## src/rtl/mrna_iso_pkg.sv

```systemverilog
// Shared types and constants for the mRNA isolation bank sequencer.
package mrna_iso_pkg;

  typedef enum logic [2:0] {
    StIdle,
    StLoad,
    StLyse,
    StMix,
    StSep,
    StCollect,
    StFlush,
    StDone
  } state_e;

  localparam int unsigned NUM_VALVES = 13;

  // Valve bit positions within valve_ctrl / valve_flush.
  localparam int unsigned V_COLLECT   = 0;
  localparam int unsigned V_LYSIS_IN  = 1;
  localparam int unsigned V_LYSIS_OUT = 2;
  localparam int unsigned V_PUSH      = 3;
  localparam int unsigned V_PUMP1     = 4;
  localparam int unsigned V_PUMP2     = 5;
  localparam int unsigned V_PUMP3     = 6;
  localparam int unsigned V_SEP       = 7;
  localparam int unsigned V_SIEVE     = 8;
  localparam int unsigned V_WASTE     = 9;
  localparam int unsigned V_BEADS     = 10;
  localparam int unsigned V_CELLS_IN  = 11;
  localparam int unsigned V_CELLS_OUT = 12;

  localparam logic [NUM_VALVES-1:0] VALVES_CLOSED = 13'h1FFF;

  // Pump phase patterns packed as {pump3, pump2, pump1}; 0 = that pump valve open.
  localparam logic [2:0] PUMP_P0 = 3'b110;
  localparam logic [2:0] PUMP_P1 = 3'b101;
  localparam logic [2:0] PUMP_P2 = 3'b011;

  // Valves opened (bit = 1) in each state; pump bits are overlaid separately in MIX.
  function automatic logic [NUM_VALVES-1:0] open_mask(state_e st);
    logic [NUM_VALVES-1:0] m;
    m = '0;
    case (st)
      StLoad: begin
        m[V_CELLS_IN]  = 1'b1;
        m[V_CELLS_OUT] = 1'b1;
        m[V_SIEVE]     = 1'b1;
      end
      StLyse: begin
        m[V_LYSIS_IN]  = 1'b1;
        m[V_LYSIS_OUT] = 1'b1;
      end
      StMix: m[V_BEADS] = 1'b1;
      StSep: begin
        m[V_SEP]   = 1'b1;
        m[V_WASTE] = 1'b1;
      end
      StCollect: begin
        m[V_PUSH]    = 1'b1;
        m[V_COLLECT] = 1'b1;
      end
      default: m = '0;
    endcase
    return m;
  endfunction

  function automatic logic [2:0] pump_pattern(logic [1:0] phase);
    case (phase)
      2'd0:    return PUMP_P0;
      2'd1:    return PUMP_P1;
      default: return PUMP_P2;
    endcase
  endfunction

endpackage

```

## src/rtl/pump_phase_gen.sv

```systemverilog
// Three-phase peristaltic pump sequencer: phase dwell, phase index and rotation count.
module pump_phase_gen
  import mrna_iso_pkg::*;
#(
  parameter int unsigned PHASE_T = 4,
  parameter int unsigned MIX_ROT = 16
) (
  input  logic       clk_i,
  input  logic       rst_i,
  input  logic       en_i,
  input  logic       clr_i,
  output logic [2:0] pattern_o,   // pattern for the coming cycle; registered by the caller
  output logic       rot_done_o   // high in the final cycle of the last rotation
);

  localparam int unsigned PW = (PHASE_T < 2) ? 1 : $clog2(PHASE_T);
  localparam int unsigned RW = (MIX_ROT < 2) ? 1 : $clog2(MIX_ROT);
  localparam logic [PW-1:0] PhaseLast = PW'(PHASE_T - 1);
  localparam logic [RW-1:0] RotLast   = RW'((MIX_ROT == 0) ? 0 : MIX_ROT - 1);

  logic [PW-1:0] dwell_q, dwell_d;
  logic [1:0]    phase_q, phase_d;
  logic [RW-1:0] rot_q, rot_d;
  logic          phase_end, wrap;

  assign phase_end  = (dwell_q == PhaseLast);
  assign wrap       = phase_end && (phase_q == 2'd2);
  assign rot_done_o = en_i && wrap && (rot_q == RotLast);
  assign pattern_o  = pump_pattern(phase_d);

  // Advance dwell, then phase on dwell expiry, then rotation on P2->P0 wrap.
  always_comb begin
    dwell_d = dwell_q;
    phase_d = phase_q;
    rot_d   = rot_q;
    if (clr_i) begin
      dwell_d = '0;
      phase_d = 2'd0;
      rot_d   = '0;
    end else if (en_i) begin
      if (phase_end) begin
        dwell_d = '0;
        phase_d = wrap ? 2'd0 : phase_q + 2'd1;
        if (wrap) rot_d = rot_q + 1'b1;
      end else begin
        dwell_d = dwell_q + 1'b1;
      end
    end
  end

  // Counter registers with synchronous reset.
  always_ff @(posedge clk_i) begin
    if (rst_i) begin
      dwell_q <= '0;
      phase_q <= 2'd0;
      rot_q   <= '0;
    end else begin
      dwell_q <= dwell_d;
      phase_q <= phase_d;
      rot_q   <= rot_d;
    end
  end

endmodule

```

## src/rtl/mrna_iso_sequencer.sv

```systemverilog
// Timed valve sequencer for one mRNA isolation bank: load, lyse, mix, separate, collect, flush.
module mrna_iso_sequencer
  import mrna_iso_pkg::*;
#(
  parameter int unsigned LOAD_T    = 8,
  parameter int unsigned LYSE_T    = 8,
  parameter int unsigned PHASE_T   = 4,
  parameter int unsigned MIX_ROT   = 16,
  parameter int unsigned SEP_T     = 8,
  parameter int unsigned COLLECT_T = 8,
  parameter int unsigned FLUSH_T   = 4
) (
  input  logic                  clk_i,
  input  logic                  rst_i,
  input  logic                  start_i,
  input  logic                  abort_i,
  input  logic                  hold_i,
  output logic                  busy_o,
  output logic                  done_o,
  output logic                  aborted_o,
  output logic [NUM_VALVES-1:0] valve_ctrl_o,
  output logic [NUM_VALVES-1:0] valve_flush_o
);

  localparam int unsigned M0   = (LOAD_T > LYSE_T) ? LOAD_T : LYSE_T;
  localparam int unsigned M1   = (M0 > PHASE_T) ? M0 : PHASE_T;
  localparam int unsigned M2   = (M1 > SEP_T) ? M1 : SEP_T;
  localparam int unsigned M3   = (M2 > COLLECT_T) ? M2 : COLLECT_T;
  localparam int unsigned MaxT = (M3 > FLUSH_T) ? M3 : FLUSH_T;
  localparam int unsigned CntW = $clog2(MaxT) + 1;

  state_e                state_q, state_d;
  logic [CntW-1:0]       dwell_q, dwell_d;
  logic                  aborted_q, aborted_d;
  logic                  busy_q, done_q;
  logic [NUM_VALVES-1:0] ctrl_q, ctrl_d, flush_q, flush_d;
  logic                  enter, active;
  logic                  pump_en, pump_clr, rot_done;
  logic [2:0]            pump_pat;

  // Dwell is loaded with T-1 on entry and the state leaves when it reaches zero.
  function automatic logic [CntW-1:0] dwell_load(state_e st);
    case (st)
      StLoad:    return CntW'(LOAD_T - 1);
      StLyse:    return CntW'(LYSE_T - 1);
      StSep:     return CntW'(SEP_T - 1);
      StCollect: return CntW'(COLLECT_T - 1);
      StFlush:   return CntW'(FLUSH_T - 1);
      default:   return '0;
    endcase
  endfunction

  assign active = (state_q == StLoad) || (state_q == StLyse) || (state_q == StMix) ||
                  (state_q == StSep) || (state_q == StCollect);

  assign pump_clr = (state_q != StMix);
  assign pump_en  = (state_q == StMix) && !hold_i;

  pump_phase_gen #(
    .PHASE_T (PHASE_T),
    .MIX_ROT (MIX_ROT)
  ) u_pump (
    .clk_i      (clk_i),
    .rst_i      (rst_i),
    .en_i       (pump_en),
    .clr_i      (pump_clr),
    .pattern_o  (pump_pat),
    .rot_done_o (rot_done)
  );

  // Next state, dwell and sticky abort flag; abort overrides hold.
  always_comb begin
    state_d   = state_q;
    dwell_d   = dwell_q;
    aborted_d = aborted_q;
    enter     = 1'b0;
    if (abort_i && active) begin
      state_d   = StFlush;
      enter     = 1'b1;
      aborted_d = 1'b1;
    end else if (!hold_i) begin
      case (state_q)
        StIdle: begin
          if (start_i) begin
            state_d   = StLoad;
            enter     = 1'b1;
            aborted_d = 1'b0;
          end
        end
        StLoad: begin
          if (dwell_q == '0) begin
            state_d = StLyse;
            enter   = 1'b1;
          end
        end
        StLyse: begin
          if (dwell_q == '0) begin
            state_d = (MIX_ROT == 0) ? StSep : StMix;
            enter   = 1'b1;
          end
        end
        StMix: begin
          if (rot_done) begin
            state_d = StSep;
            enter   = 1'b1;
          end
        end
        StSep: begin
          if (dwell_q == '0) begin
            state_d = StCollect;
            enter   = 1'b1;
          end
        end
        StCollect: begin
          if (dwell_q == '0) begin
            state_d = StFlush;
            enter   = 1'b1;
          end
        end
        StFlush: begin
          if (dwell_q == '0) begin
            state_d = StDone;
            enter   = 1'b1;
          end
        end
        StDone: begin
          state_d = StIdle;
          enter   = 1'b1;
        end
        default: begin
          state_d = StIdle;
          enter   = 1'b1;
        end
      endcase
      if (!enter && dwell_q != '0) dwell_d = dwell_q - 1'b1;
    end
    if (enter) dwell_d = dwell_load(state_d);
    if (abort_i && state_q == StFlush) aborted_d = 1'b1;
  end

  // Valve outputs are decoded from the next state so they line up with the state register.
  always_comb begin
    ctrl_d = ~open_mask(state_d);
    if (state_d == StMix) ctrl_d[V_PUMP1 +: 3] = pump_pat;
    flush_d = (state_d == StFlush) ? VALVES_CLOSED : '0;
  end

  // State and registered outputs; reset closes every valve with no flush.
  always_ff @(posedge clk_i) begin
    if (rst_i) begin
      state_q   <= StIdle;
      dwell_q   <= '0;
      aborted_q <= 1'b0;
      busy_q    <= 1'b0;
      done_q    <= 1'b0;
      ctrl_q    <= VALVES_CLOSED;
      flush_q   <= '0;
    end else begin
      state_q   <= state_d;
      dwell_q   <= dwell_d;
      aborted_q <= aborted_d;
      busy_q    <= (state_d != StIdle);
      done_q    <= (state_d == StDone);
      ctrl_q    <= ctrl_d;
      flush_q   <= flush_d;
    end
  end

  assign busy_o        = busy_q;
  assign done_o        = done_q;
  assign aborted_o     = aborted_q;
  assign valve_ctrl_o  = ctrl_q;
  assign valve_flush_o = flush_q;

endmodule
```

## config.mk

```make
export PLATFORM = sky130hd
export DESIGN_NAME = mrna_iso_sequencer
export DESIGN_NICKNAME = d
export VERILOG_FILES = /design/src/rtl/mrna_iso_pkg.sv /design/src/rtl/pump_phase_gen.sv /design/src/rtl/mrna_iso_sequencer.sv
export SDC_FILE = /design/constraint.sdc
export NUM_CORES = 1
export LEC_CHECK = 0
export BUFFER_PORTS_ARGS = -buffer_cell sky130_fd_sc_hd__buf_4
export CORE_ASPECT_RATIO = 0.75
export CORE_MARGIN = 3
export CORE_UTILIZATION = 57
export CTS_BUF_LIST = sky130_fd_sc_hd__clkbuf_16
export DETAILED_ROUTE_END_ITERATION = 10
export GPL_TIMING_DRIVEN = 0
export MAX_ROUTING_LAYER = met4
export PLACE_DENSITY = 0.82
export SLEW_MARGIN = 10
export SYNTH_ARGS = -nofsm -noshare
export SYNTH_HDL_FRONTEND = slang
export SYNTH_SLANG_ARGS = --single-unit
```

## constraint.sdc

```tcl
create_clock -name clk_i -period 3.71 [get_ports clk_i]
set_input_delay 0.1855 -clock clk_i [delete_from_list [all_inputs] [get_ports clk_i]]
set_output_delay 0.1855 -clock clk_i [all_outputs]
set_load 0.005 [all_outputs]
```

## Word-level counts from Yosys, hierarchy flattened

Cells that the tools add are included.

| storage, ports and cells | value |
|---|---|
| register bits | 44 |
| bits of input ports | 5 |
| output and inout port bits | 29 |
| logic and storage cells | 106 |

| cells by class | value |
|---|---|
| add/subtract/negate cells | 4 |
| equality and inequality tests | 22 |
| mux-type cells | 42 |
| bitwise logic cells | 1 |
| reduce and logical (&&, ||, !) cells | 27 |

Operators by type and width:

| operator | number |
|---|---|
| 3-bit 2-to-1 mux | 10 |
| 3-bit equality test (second input constant) | 8 |
| 3-bit one-hot mux with 8 select lines | 1 |
| 1-bit 2-to-1 mux | 16 |
| 4-bit 2-to-1 mux | 4 |
| 2-bit 2-to-1 mux | 7 |
| 13-bit 2-to-1 mux | 1 |
| 13-bit inverter | 1 |
| 3-bit by 2-bit equality test with 1-bit output (second input constant) | 4 |
| 3-bit one-hot mux with 2 select lines | 2 |
| 3-bit AND reduction | 3 |
| 3-bit nonzero test | 3 |
| 1-bit logical AND | 7 |
| 3-bit by 1-bit equality test with 1-bit output (second input constant) | 2 |
| 5-bit OR reduction | 1 |
| 2-bit by 1-bit adder with 2-bit output (second input constant) | 2 |
| 4-bit by 1-bit adder with 4-bit output (second input constant) | 1 |
| 2-bit equality test (second input constant) | 2 |
| 4-bit equality test (second input constant) | 1 |
| 4-bit zero test | 1 |
| 1-bit logical OR | 4 |
| 1-bit one-hot mux with 4 select lines | 1 |
| 4-bit nonzero test | 1 |
| 4-bit OR reduction | 1 |
| 11 further kinds | 12 |

## Longest topological paths before layout

Gate-level depths: netlist (run 1).

| logic depth | value |
|---|---|
| depth in word-level cells | 14 |
| gate-level depth with buffers | 8 |
| mapped depth without buffers | 7 |

## Modules after synthesis

A second synthesis (run 1) with hierarchy kept.

| unflattened totals | value |
|---|---|
| cell total of the unflattened synthesis | 169 |
| area total of the unflattened synthesis | 1522.7 µm² |

Modules (own cells, without submodules):

| module | times used | cells each | area each (µm²) | sequential area each (µm²) |
|---|---|---|---|---|
| mrna_iso_sequencer | 1 | 124 | 1104.8 | 380.4 |
| pump_phase_gen | 1 | 45 | 417.9 | 160.2 |

## Worst setup path after synthesis (run 1)

No wires, ideal clock.

| path | value |
|---|---|
| kind | register to register |
| start | register dwell_q[0] |
| end | register ctrl_q[5], in the netlist valve_ctrl_o[5] |
| library setup time | 135 ps |
| data arrival time | 2039 ps |
| data required time | 3575 ps |
| setup slack | 1536 ps |
| cell stages (with the launch flop) | 8 |
| path buffers | 0 |
| period minus slack after synthesis | 2174 ps |
| cell sequence | dfxtp_1 > inv_1 > ha_1 > or3b_4 > or3_4 > o2111ai_4 > nand4_4 > or4_4 |

| on the way | value |
|---|---|
| cells in the longest elaborated chain, start to end | 7 |
| elaborated cells between the ends (all ways) | 11 |
| classes of those cells | eq/ne (1); mux (9); reduce/logical (1) |

Ends and longest elaborated chain:

| item | line | source |
|---|---|---|
| from (decl) | mrna_iso_sequencer.sv:33 | `logic [CntW-1:0] dwell_q, dwell_d;` |
| from (signal assigned) | mrna_iso_sequencer.sv:160 | `dwell_q <= dwell_d;` |
| 4-bit zero test * | n/a |  |
| 3-bit 2-to-1 mux, on equally long branches | n/a |  |
| 3-bit one-hot mux with 8 select lines * | mrna_iso_sequencer.sv:82 | `case (state_q)` |
| 3-bit 2-to-1 mux * | mrna_iso_sequencer.sv:81 | `end else if (!hold_i) begin` |
| 3-bit 2-to-1 mux * | mrna_iso_sequencer.sv:77 | `if (abort_i && active) begin` |
| 3-bit by 2-bit equality test with 1-bit output * | mrna_iso_sequencer.sv:144 | `if (state_d == StMix) ctrl_d[V_PUMP1 +: 3] = pump_pat;` |
| 3-bit 2-to-1 mux * | mrna_iso_sequencer.sv:144 |  |
| to (signal assigned) | mrna_iso_sequencer.sv:164 | `ctrl_q <= ctrl_d;` |
| to (decl) | mrna_iso_sequencer.sv:36 | `logic [NUM_VALVES-1:0] ctrl_q, ctrl_d, flush_q, flush_d;` |

Mark *: on every way between the ends. The rest lies on a longest branch, timed or not.
A chain may end at the register's enable or synchronous reset.

## Worst setup path after layout (run 1)

| path | value |
|---|---|
| start | register dwell_q[0] |
| end | register dwell_q[0] |

| on the way | value |
|---|---|
| cells in the longest elaborated chain, start to end | 9 |
| elaborated cells between the ends (all ways) | 34 |
| classes of those cells | add/sub (1); eq/ne (7); mux (19); reduce/logical (7) |

Ends and longest elaborated chain:

| item | line | source |
|---|---|---|
| 4-bit zero test | n/a |  |
| 3-bit 2-to-1 mux, or another cell as far along | mrna_iso_sequencer.sv:121 | `if (dwell_q == '0) begin` |
| 3-bit one-hot mux with 8 select lines / 1-bit one-hot mux with 4 select lines (equally long branches) | mrna_iso_sequencer.sv:82 |  |
| 3-bit 2-to-1 mux / 1-bit 2-to-1 mux (equally long branches) | mrna_iso_sequencer.sv:81 |  |
| 3-bit 2-to-1 mux / 1-bit 2-to-1 mux (equally long branches) | mrna_iso_sequencer.sv:77 |  |
| 3-bit by 1-bit equality test with 1-bit output, or another cell as far along | mrna_iso_sequencer.sv:43 | `case (st)` |
| 4-bit OR reduction (no line), or another cell as far along | n/a |  |
| 3-bit one-hot mux with 2 select lines, or another cell as far along | mrna_iso_sequencer.sv:43 |  |
| 4-bit 2-to-1 mux / 3-bit AND reduction (equally long branches) | n/a |  |

Several ways; a longest one is shown, not always the timed one. The select of a mux whose other input is x is not followed.

==> results of run 1 <==
cell usage after synthesis (3+ instances only):
cell type / count
dfxtp_1: 27
nand2b_1: 4
nand3_1: 4
nor3_1: 4
o21ai_0: 5
nand2_1: 15
ha_1: 3
or3_1: 6
buf_4: 18
a21oi_1: 8
nor2_1: 10
xnor2_1: 3
inv_1: 6
metal layers:
layer | vias to the layer above | global-route usage (%) | share of wire, %
met5 | - | - | 0
met4 | 0 | 6.667 | 1.2
met3 | 6 | 6.378 | 7.7
met2 | 58 | 36.13 | 47
met1 | 594 | 28.39 | 44
li1 | 642 | - | -
placed cells by master (no fill, tap or decap), types with 3 or more instances in the layout:
cell type | netlist | routed
ha_1 | 3 | 3
nand3_1 | 4 | 4
nand2_1 | 15 | 15
o21ai_0 | 5 | 5
or3_1 | 6 | 6
a21oi_1 | 8 | 8
nor3_1 | 4 | 4
inv_1 | 6 | 6
buf_4 | 18 | 49
nand2b_1 | 4 | 4
nor2_1 | 10 | 10
xnor2_1 | 3 | 3
dfxtp_1 | 27 | 27
clkbuf_16 | 0 | 3
power groups by stage:
stage | sequential (µW) | combinational, µW | clock, µW
after floorplan | 402 | 485 | 0
after detailed placement | 409 | 693 | 0
after global placement | 405 | 671 | 0
after CTS | 404 | 707 | 247
after global routing | 414 | 771 | 260
final | 405 | 710 | 245
sequential cells by signal, indices dropped and copies added (netlist names), 2 cells and up:
register / count
dwell_q: 4
state_q: 3
u_pump.dwell_q: 2
u_pump.phase_q: 2
u_pump.rot_q: 4
valve_ctrl_o: 8
through the flow:
stage	util (%)	hold WS [ps]	cell area [µm²]	power, µW	setup slack, ps
5_1_grt	76.59	243.6	1826	1446	1004
6_report	76.59	229.3	1826	1359	1242
2_1_floorplan	-	337.4	1470	887.2	1536
3_3_place_gp	73.23	460.0	1745	1076	1404
3_5_place_dp	73.23	471.8	1745	1102	1389
4_1_cts	76.59	228.2	1826	1358	1312
critical path, delay by kind of cell (launching register included):
| kind | cells | cell delay, ps |
|---|---|---|
| compound gates | 3 | 890 |
| fa+ha+maj | 1 | 200 |
| buf+inv | 1 | 60 |
| flops | 1 | 330 |
| simple gates | 2 | 840 |
cell families (layout without fill, tap and decap cells):
kind of cell	count (synthesis)	after routing	share of synthesized area, %
compound gates	32	32	17.19
xor+xnor	5	5	2.979
fa+ha+maj	3	3	2.553
buf+inv	29	64	12.26
flops	27	27	36.77
mux	3	3	2.128
simple gates	63	63	26.13
cell type report:
cell class	instances	share of cell area (%)
Clock buffer	3	4.112
Timing Repair Buffer	31	12.75
Tap cell	34	2.330
Clock inverter	1	0.2742
Inverter	6	1.234
Buffer	23	8.636
Sequential cell	27	29.61
Multi-Input combinational cell	106	41.06
worst max path at each step:
stage	startpoint	end	slack (ps)	depth (start not counted)
final	dwell_q[0]	dwell_q[0]	1240	7
after global routing	dwell_q[0]	dwell_q[0]	1000	7
after CTS	dwell_q[0]	dwell_q[0]	1310	7
after detailed placement	dwell_q[0]	valve_ctrl_o[5]	1390	7
after global placement	dwell_q[0]	valve_ctrl_o[5]	1400	7
after floorplan	dwell_q[0]	valve_ctrl_o[5]	1540	7
==> results.ini, run 1 <==
[outcome]
status=complete, no violations

[power_and_ir_drop]
intPower_uw=854.7
ir_worst_vdd_mv=0.4267
p_leak_uw=0.0007739
power_switching_uw=504.3
combinationalPowerShare_pct=52.2
p_sw_share_pct=37.11
seq_power_share_pct=29.8
powerDensity_nw_per_um2=744.5
power.share.clock_pct=18.0

[synthesis]
avgSynthCellArea_um2=9.075
yosys_warnings=0
synth-seq-cells=27
synth_top_area_share_pct=36.77
synth-edff-count=0
synthFlopType=dfxtp_1
synth_cell_types=53
synthArstFlopShare_pct=0
yosys-top-cells-area=dfxtp_1, buf_4, nand2_1, a21oi_1, ha_1
yosysSeqAreaShare_pct=36.77
yosysTopAreaCell=dfxtp_1
synth_fp_nets=170
synthCells=162
syn-cell-area_um2=1470

[sta]
finalCritPeriodShare_pct=66.53
clock_skew_ps=5.724
final_max_slew_viol_count=0
slew_headroom_pct=66.30
fin_setup_tns_ps=0
worst_slew_pin_slew_ps=500.2
setup_violations=0
max_freq_mhz=405.2
timing.final.crit_period_ps=2468
hold_viol=0
rsz0062_at_grt=false

[grt]
gr-usage-all-layers_pct=22.81
grt_max_degree=16
grt_pass1_wl_mm=5.561
grt_overflow=0
antenna_found_initial=0
grt_pass1_vias=1185

[clock_network]
cts_tree=done
clk-insertion-delay-late_ps=270
htree_levels=1
cts_resized=0
cts_buffers=3
cts_hold_buf=0
postCtsSetupRepairBufs=0
clock_sinks=27
ctsLongestPathBuffers=2
path_clk_slew_ps=70
cts.root.buffer_cell=clkbuf_16

[detailed_routing]
totalWireLength_mm=3.350
route.detailed.drc=0
vias=1300
drt_pass1_iterations=4
drtAntennaViolNets=0
vias_per_cell=5.628
wl_per_cell_um=14.50
drt_iter0_drc=77

[worst_hold_path]
hold_path_depth=3
worstHoldPathType=in2reg
hold_start=abort_i
min_to=aborted_o

[worst_setup_path]
worst_ep_required_time_ps=3830
cp-start-kind=flop
ff2ff_path_depth=7
path_class=reg2reg
worstPathArrival_ps=2580
crit_fanout=4
r2r-end=dwell_q[0]
rrSetupSlack_ps=1240
cpPeakStageDelay_ps=490
rr_startpoint=dwell_q[0]
setup.worst_path.end_class=flop
critPathSlowestCell=o31ai_1
crit_chain=inv_1, ha_1, nor3b_1, o21ai_0, or3_1, o31ai_1, o32ai_1

[placed_design]
place_inst=227
port_buffers=31
gp_congestion=0.8476
dp_hpwl_mm=2.543

[final_layout]
seq_area_um2=540.5
areaGrowthSynthToFinish_pct=24.17
fillers=170
fin_nets=206
diodes=0
drive_above_1_share_pct=36.55
multiInputGateArea_um2=749.5
fin_cells=231

[die]
start_util_pct=61.68
die_h_um=49.98
dieArea_um2=3231
core_area_um2=2384
ioPinCount=34
die_w_um=64.64
rows=15

[flow_run]
maxCapViolCount=0

Power figures use the tool's default switching activity.
==> run 2: changes to the inputs <==
CORE_UTILIZATION = 48   (was 57)
PLACE_DENSITY = 0.73   (was 0.82)
clock period = 2.2 ns   (was 3.71 ns; I/O delays follow)
==> run 2 against run 1 <==
Net effect:
- global-route usage is 3.7 points lower
- clock power is 76% higher
- power is 84% higher
- final area is 5.8% higher
- non-clock buffer count is 5 higher
- highest routed layer unchanged
==> results.ini, run 2 (same netlist as run 1, synthesis figures left out) <==
[sta]
clock_skew_ps=7.054
hold_slack_ps=144.7
fin_setup_tns_ps=0
slew_headroom_pct=63.84
hold_viol=0
setup_violations=0
timing.final.crit_period_ps=2170
finalCritPeriodShare_pct=98.62
final_max_slew_viol_count=0
max_freq_mhz=460.9
setup_ws_ps=30.46
worst_slew_pin_slew_ps=542.3
rsz0062_at_grt=true

[outcome]
status=complete, no violations

[clock_network]
cts.root.buffer_cell=clkbuf_16
clk-insertion-delay-late_ps=270
htree_levels=1
cts_tree=done
cts_buffers=3
ctsLongestPathBuffers=2
clock_sinks=27
path_clk_slew_ps=70
cts_hold_buf=0

[die]
ioPinCount=34
rows=16
start_util_pct=53.22
die_w_um=69.91
core_area_um2=2763
dieArea_um2=3770
die_h_um=53.93

[final_layout]
final_common_cell=buf_4
fin_nets=211
postLayoutCellArea_um2=1932
seq_area_um2=543.0
multiInputGateArea_um2=809.5
fillers=215
final_cell_mix=buf_4, dfxtp_1, nand2_1
diodes=0
areaGrowthSynthToFinish_pct=31.40
largest_reg_flops=8
drive_above_1_share_pct=43.56

[detailed_routing]
vias=1322
totalWireLength_mm=3.557
vias_per_cell=5.555
drt_pass1_iterations=4
route.detailed.drc=0
drtAntennaViolNets=0
wl_per_cell_um=14.95
drt_iter0_drc=100

[grt]
grt_overflow=0
gr-usage-all-layers_pct=19.13
grt_pass1_wl_mm=5.554
grt_max_degree=18
grt_pass1_vias=1162
antenna_found_initial=0

[power_and_ir_drop]
ir_worst_vdd_mv=0.5994
p_leak_uw=0.0008052
powerDensity_nw_per_um2=1291
finalPower_uw=2494

[worst_setup_path]
cp-start-kind=flop
worstPathArrival_ps=2310
rrSetupSlack_ps=30
worst_ep_required_time_ps=2350
setup.worst_path.end_class=flop
crit_fanout=4
path_class=reg2reg

[placed_design]
gp_congestion=0.9409
post-place-ws_ps=-171.0
placed_cell_area_um2=1748
dp_hpwl_mm=2.410
port_buffers=31

[flow_run]
maxCapViolCount=0

[worst_hold_path]
worstHoldPathType=in2reg

run 2: changes by cell type in the layout (fill, tap and decap cells not counted), sizes merged:
cell,previous run,this run
inv,6,7
clkinv,1,0
buf,51,56
run 2: path summary, 6_finish.rpt:
path	cells past startpoint	endpoint	from
worst max-delay path	7	valve_ctrl_o[5]	dwell_q[0]
worst min-delay path	3	aborted_o	abort_i
worst max register to register	7	valve_ctrl_o[5]	dwell_q[0]
worst min register to register	2	u_pump.rot_q[1]	u_pump.rot_q[1]
run 2: timing repair:
item                       CTS  global route
resized for setup            7             9
gates cloned                 0             0
pin swaps                    5             5
setup buffers                3             2
setup endpoints to repair    6             7
run 2: through the flow:
step	cells	util, %
2_1_floorplan	162	-
3_3_place_gp	229	63.27
3_5_place_dp	229	63.27
4_1_cts	236	68.30
5_1_grt	238	69.93
6_report	238	69.93
run 2: layout make-up:
type | instances | area share (%)
clock inverters | 1 | 0.4534
well taps | 36 | 2.332
plain buffers | 23 | 8.161
flip-flops and latches | 27 | 28.11
inverters | 6 | 1.166
repair buffers | 36 | 13.99
multi-input cells | 106 | 41.90
clock buffers | 3 | 3.886
run 2: report_power, final:
group          total, µW  switching (µW)  internal [µW]
combinational       1370             659            715
clock                431             179            252
sequential           688            88.3            600
total               2490             927           1570
run 2: metal layers:
metal  GRT usage, %  vias to the layer above  part of all wire [%]
met4          6.051                        0                   1.2
met5              -                        -                     0
li1               -                      644                     -
met2          29.15                       34                    48
met1          25.48                      638                    47
met3          4.291                        6                   4.5
run 2: worst max-delay path, cell delays in order, from the launching register on:
cell and delay [ps]:
dfxtp_2 340, inv_2 80, ha_4 140, or3b_4 410, nor4_4 250, o41a_1 300
nand4_4 110, or4_4 420
==> run 3: changes to the inputs <==
CORE_MARGIN = 8   (was 3)
CTS_CLUSTER_DIAMETER = 120   (was unset)
==> run 3 against run 2 <==
Net effect:
- non-clock buffer count fell by 1
- power fell by 1.9%
- largest cell class unchanged
- highest routed layer unchanged
- register-to-register slack better by 40 ps
- count of clock-buffer cells in the layout did not move
==> results.ini, run 3 (same netlist as run 1, synthesis figures left out) <==
[clock_network]
cts.root.buffer_cell=clkbuf_16
cts_hold_buf=0
clk-insertion-delay-late_ps=260
cts_tree=done
cts_buffers=3
htree_levels=1
ctsLongestPathBuffers=2
path_clk_slew_ps=60
clock_sinks=27

[power_and_ir_drop]
p_leak_uw=0.0007987
finalPower_uw=2447
powerDensity_nw_per_um2=1280
ir_worst_vdd_mv=0.5695

[worst_setup_path]
rrSetupSlack_ps=70
worst_ep_required_time_ps=2340
r2r-end=valve_ctrl_o[5]
critPathSlowestCell=or3_4
worstPathArrival_ps=2270
setup.worst_path.end_class=flop
crit_chain=inv_2, ha_4, or3b_4, or3_4, o2111ai_4, nand4_4, or4_4
cp_num_buf_inv=1
crit_fanout=4
cp-start-kind=flop
ff2ff_path_depth=7
crit_family=simple AND/OR/NAND/NOR gates
cpPeakStageDelay_ps=410
path_class=reg2reg
rr_startpoint=dwell_q[0]

[final_layout]
final_common_cell=buf_4
drive_above_1_share_pct=42.29
postLayoutCellArea_um2=1912
seq_area_um2=543.0
fin_nets=210
diodes=0
utilization_pct=65.13
fillers=243
final_cell_mix=buf_4, dfxtp_1, nand2_1
areaGrowthSynthToFinish_pct=30.04
largest_reg_flops=8
multiInputGateArea_um2=798.3

[sta]
slew_headroom_pct=64.39
hold_slack_ps=135.2
clock_skew_ps=1.842
hold_viol=0
finalCritPeriodShare_pct=96.91
worst_slew_pin_slew_ps=528.6
final_max_slew_viol_count=0
setup_violations=0
rsz0062_at_grt=false
timing.final.crit_period_ps=2132
max_freq_mhz=469.0

[grt]
grt_pass1_vias=1164
gr-usage-all-layers_pct=12.77
antenna_found_initial=0
grt_max_degree=16
grt_pass1_wl_mm=5.278
grt_overflow=0

[detailed_routing]
drt_pass1_iterations=5
vias=1283
totalWireLength_mm=3.285
drt_iter0_drc=56
drtAntennaViolNets=0
wl_per_cell_um=13.74
vias_per_cell=5.368
route.detailed.drc=0

[placed_design]
port_buffers=31
gp_congestion=0.9118
dp_hpwl_mm=2.429
placed_cell_area_um2=1750

[die]
rows=17
start_util_pct=50.09
ioPinCount=34
die_w_um=79.91
die_h_um=63.93
dieArea_um2=5108
core_area_um2=2935

[worst_hold_path]
worstHoldPathType=in2reg
min_to=aborted_o
hold_start=abort_i
hold_path_depth=3

[outcome]
status=complete, no violations

[flow_run]
maxCapViolCount=0

## run 3: cell types whose count changed in the layout (fill, tap and decap cells not counted), sizes merged
cell / delta
buf: -1
clkinv: +1
inv: -1
## run 3: area by class of cell
cell class,count,area share [%]
repair buffers,35,13.74
inverters,6,1.178
clock inverters,1,0.2618
multi-input cells,106,41.75
plain buffers,23,8.246
well taps,38,2.487
flip-flops and latches,27,28.40
clock buffers,3,3.927
## run 3: worst max-delay path by stage
stage | slack, ps | cells after the start | startpoint | endpoint
2_1_floorplan | 30 | 7 | dwell_q[0] | valve_ctrl_o[5]
3_3_place_gp | -110 | 7 | dwell_q[0] | dwell_q[0]
3_5_place_dp | -180 | 7 | dwell_q[0] | dwell_q[0]
4_1_cts | 10 | 7 | dwell_q[1] | valve_ctrl_o[5]
5_1_grt | 1 | 7 | dwell_q[0] | valve_ctrl_o[5]
6_report | 70 | 7 | dwell_q[0] | valve_ctrl_o[5]
## run 3: worst min-delay path, stage by stage
cell and delay (ps):
buf_4 120, nand3_1 60, a21oi_1 50
## run 3: power breakdown
group | switching [µW] | total, µW | internal [µW]
Sequential | 89.8 | 690 | 600
Clock | 160 | 405 | 245
Combinational | 652 | 1350 | 700
Total | 902 | 2450 | 1540
## run 3: layer usage
metal / track usage [%] / vias up / part of all wire, %
met5: - / - / 0
li1: - / 643 / -
met4: 4.525 / 0 / 1.1
met2: 19.94 / 47 / 43
met1: 14.30 / 589 / 45
met3: 5.307 / 4 / 11
## run 3: through the flow
step	setup slack, ps	TNS, ps	instances
after floorplan	26.37	0	162
after global placement	-111.3	-391.1	231
after detailed placement	-181.0	-608.9	231
after CTS	11.26	0	239
after global routing	1.287	0	239
final	67.95	0	239
## run 3: timing repair
item / in CTS / in global routing
gates cloned: 0 / 0
gates resized for setup: 6 / 7
pin swaps: 3 / 4
buffers inserted: 4 / 0
setup endpoints to repair: 5 / 6
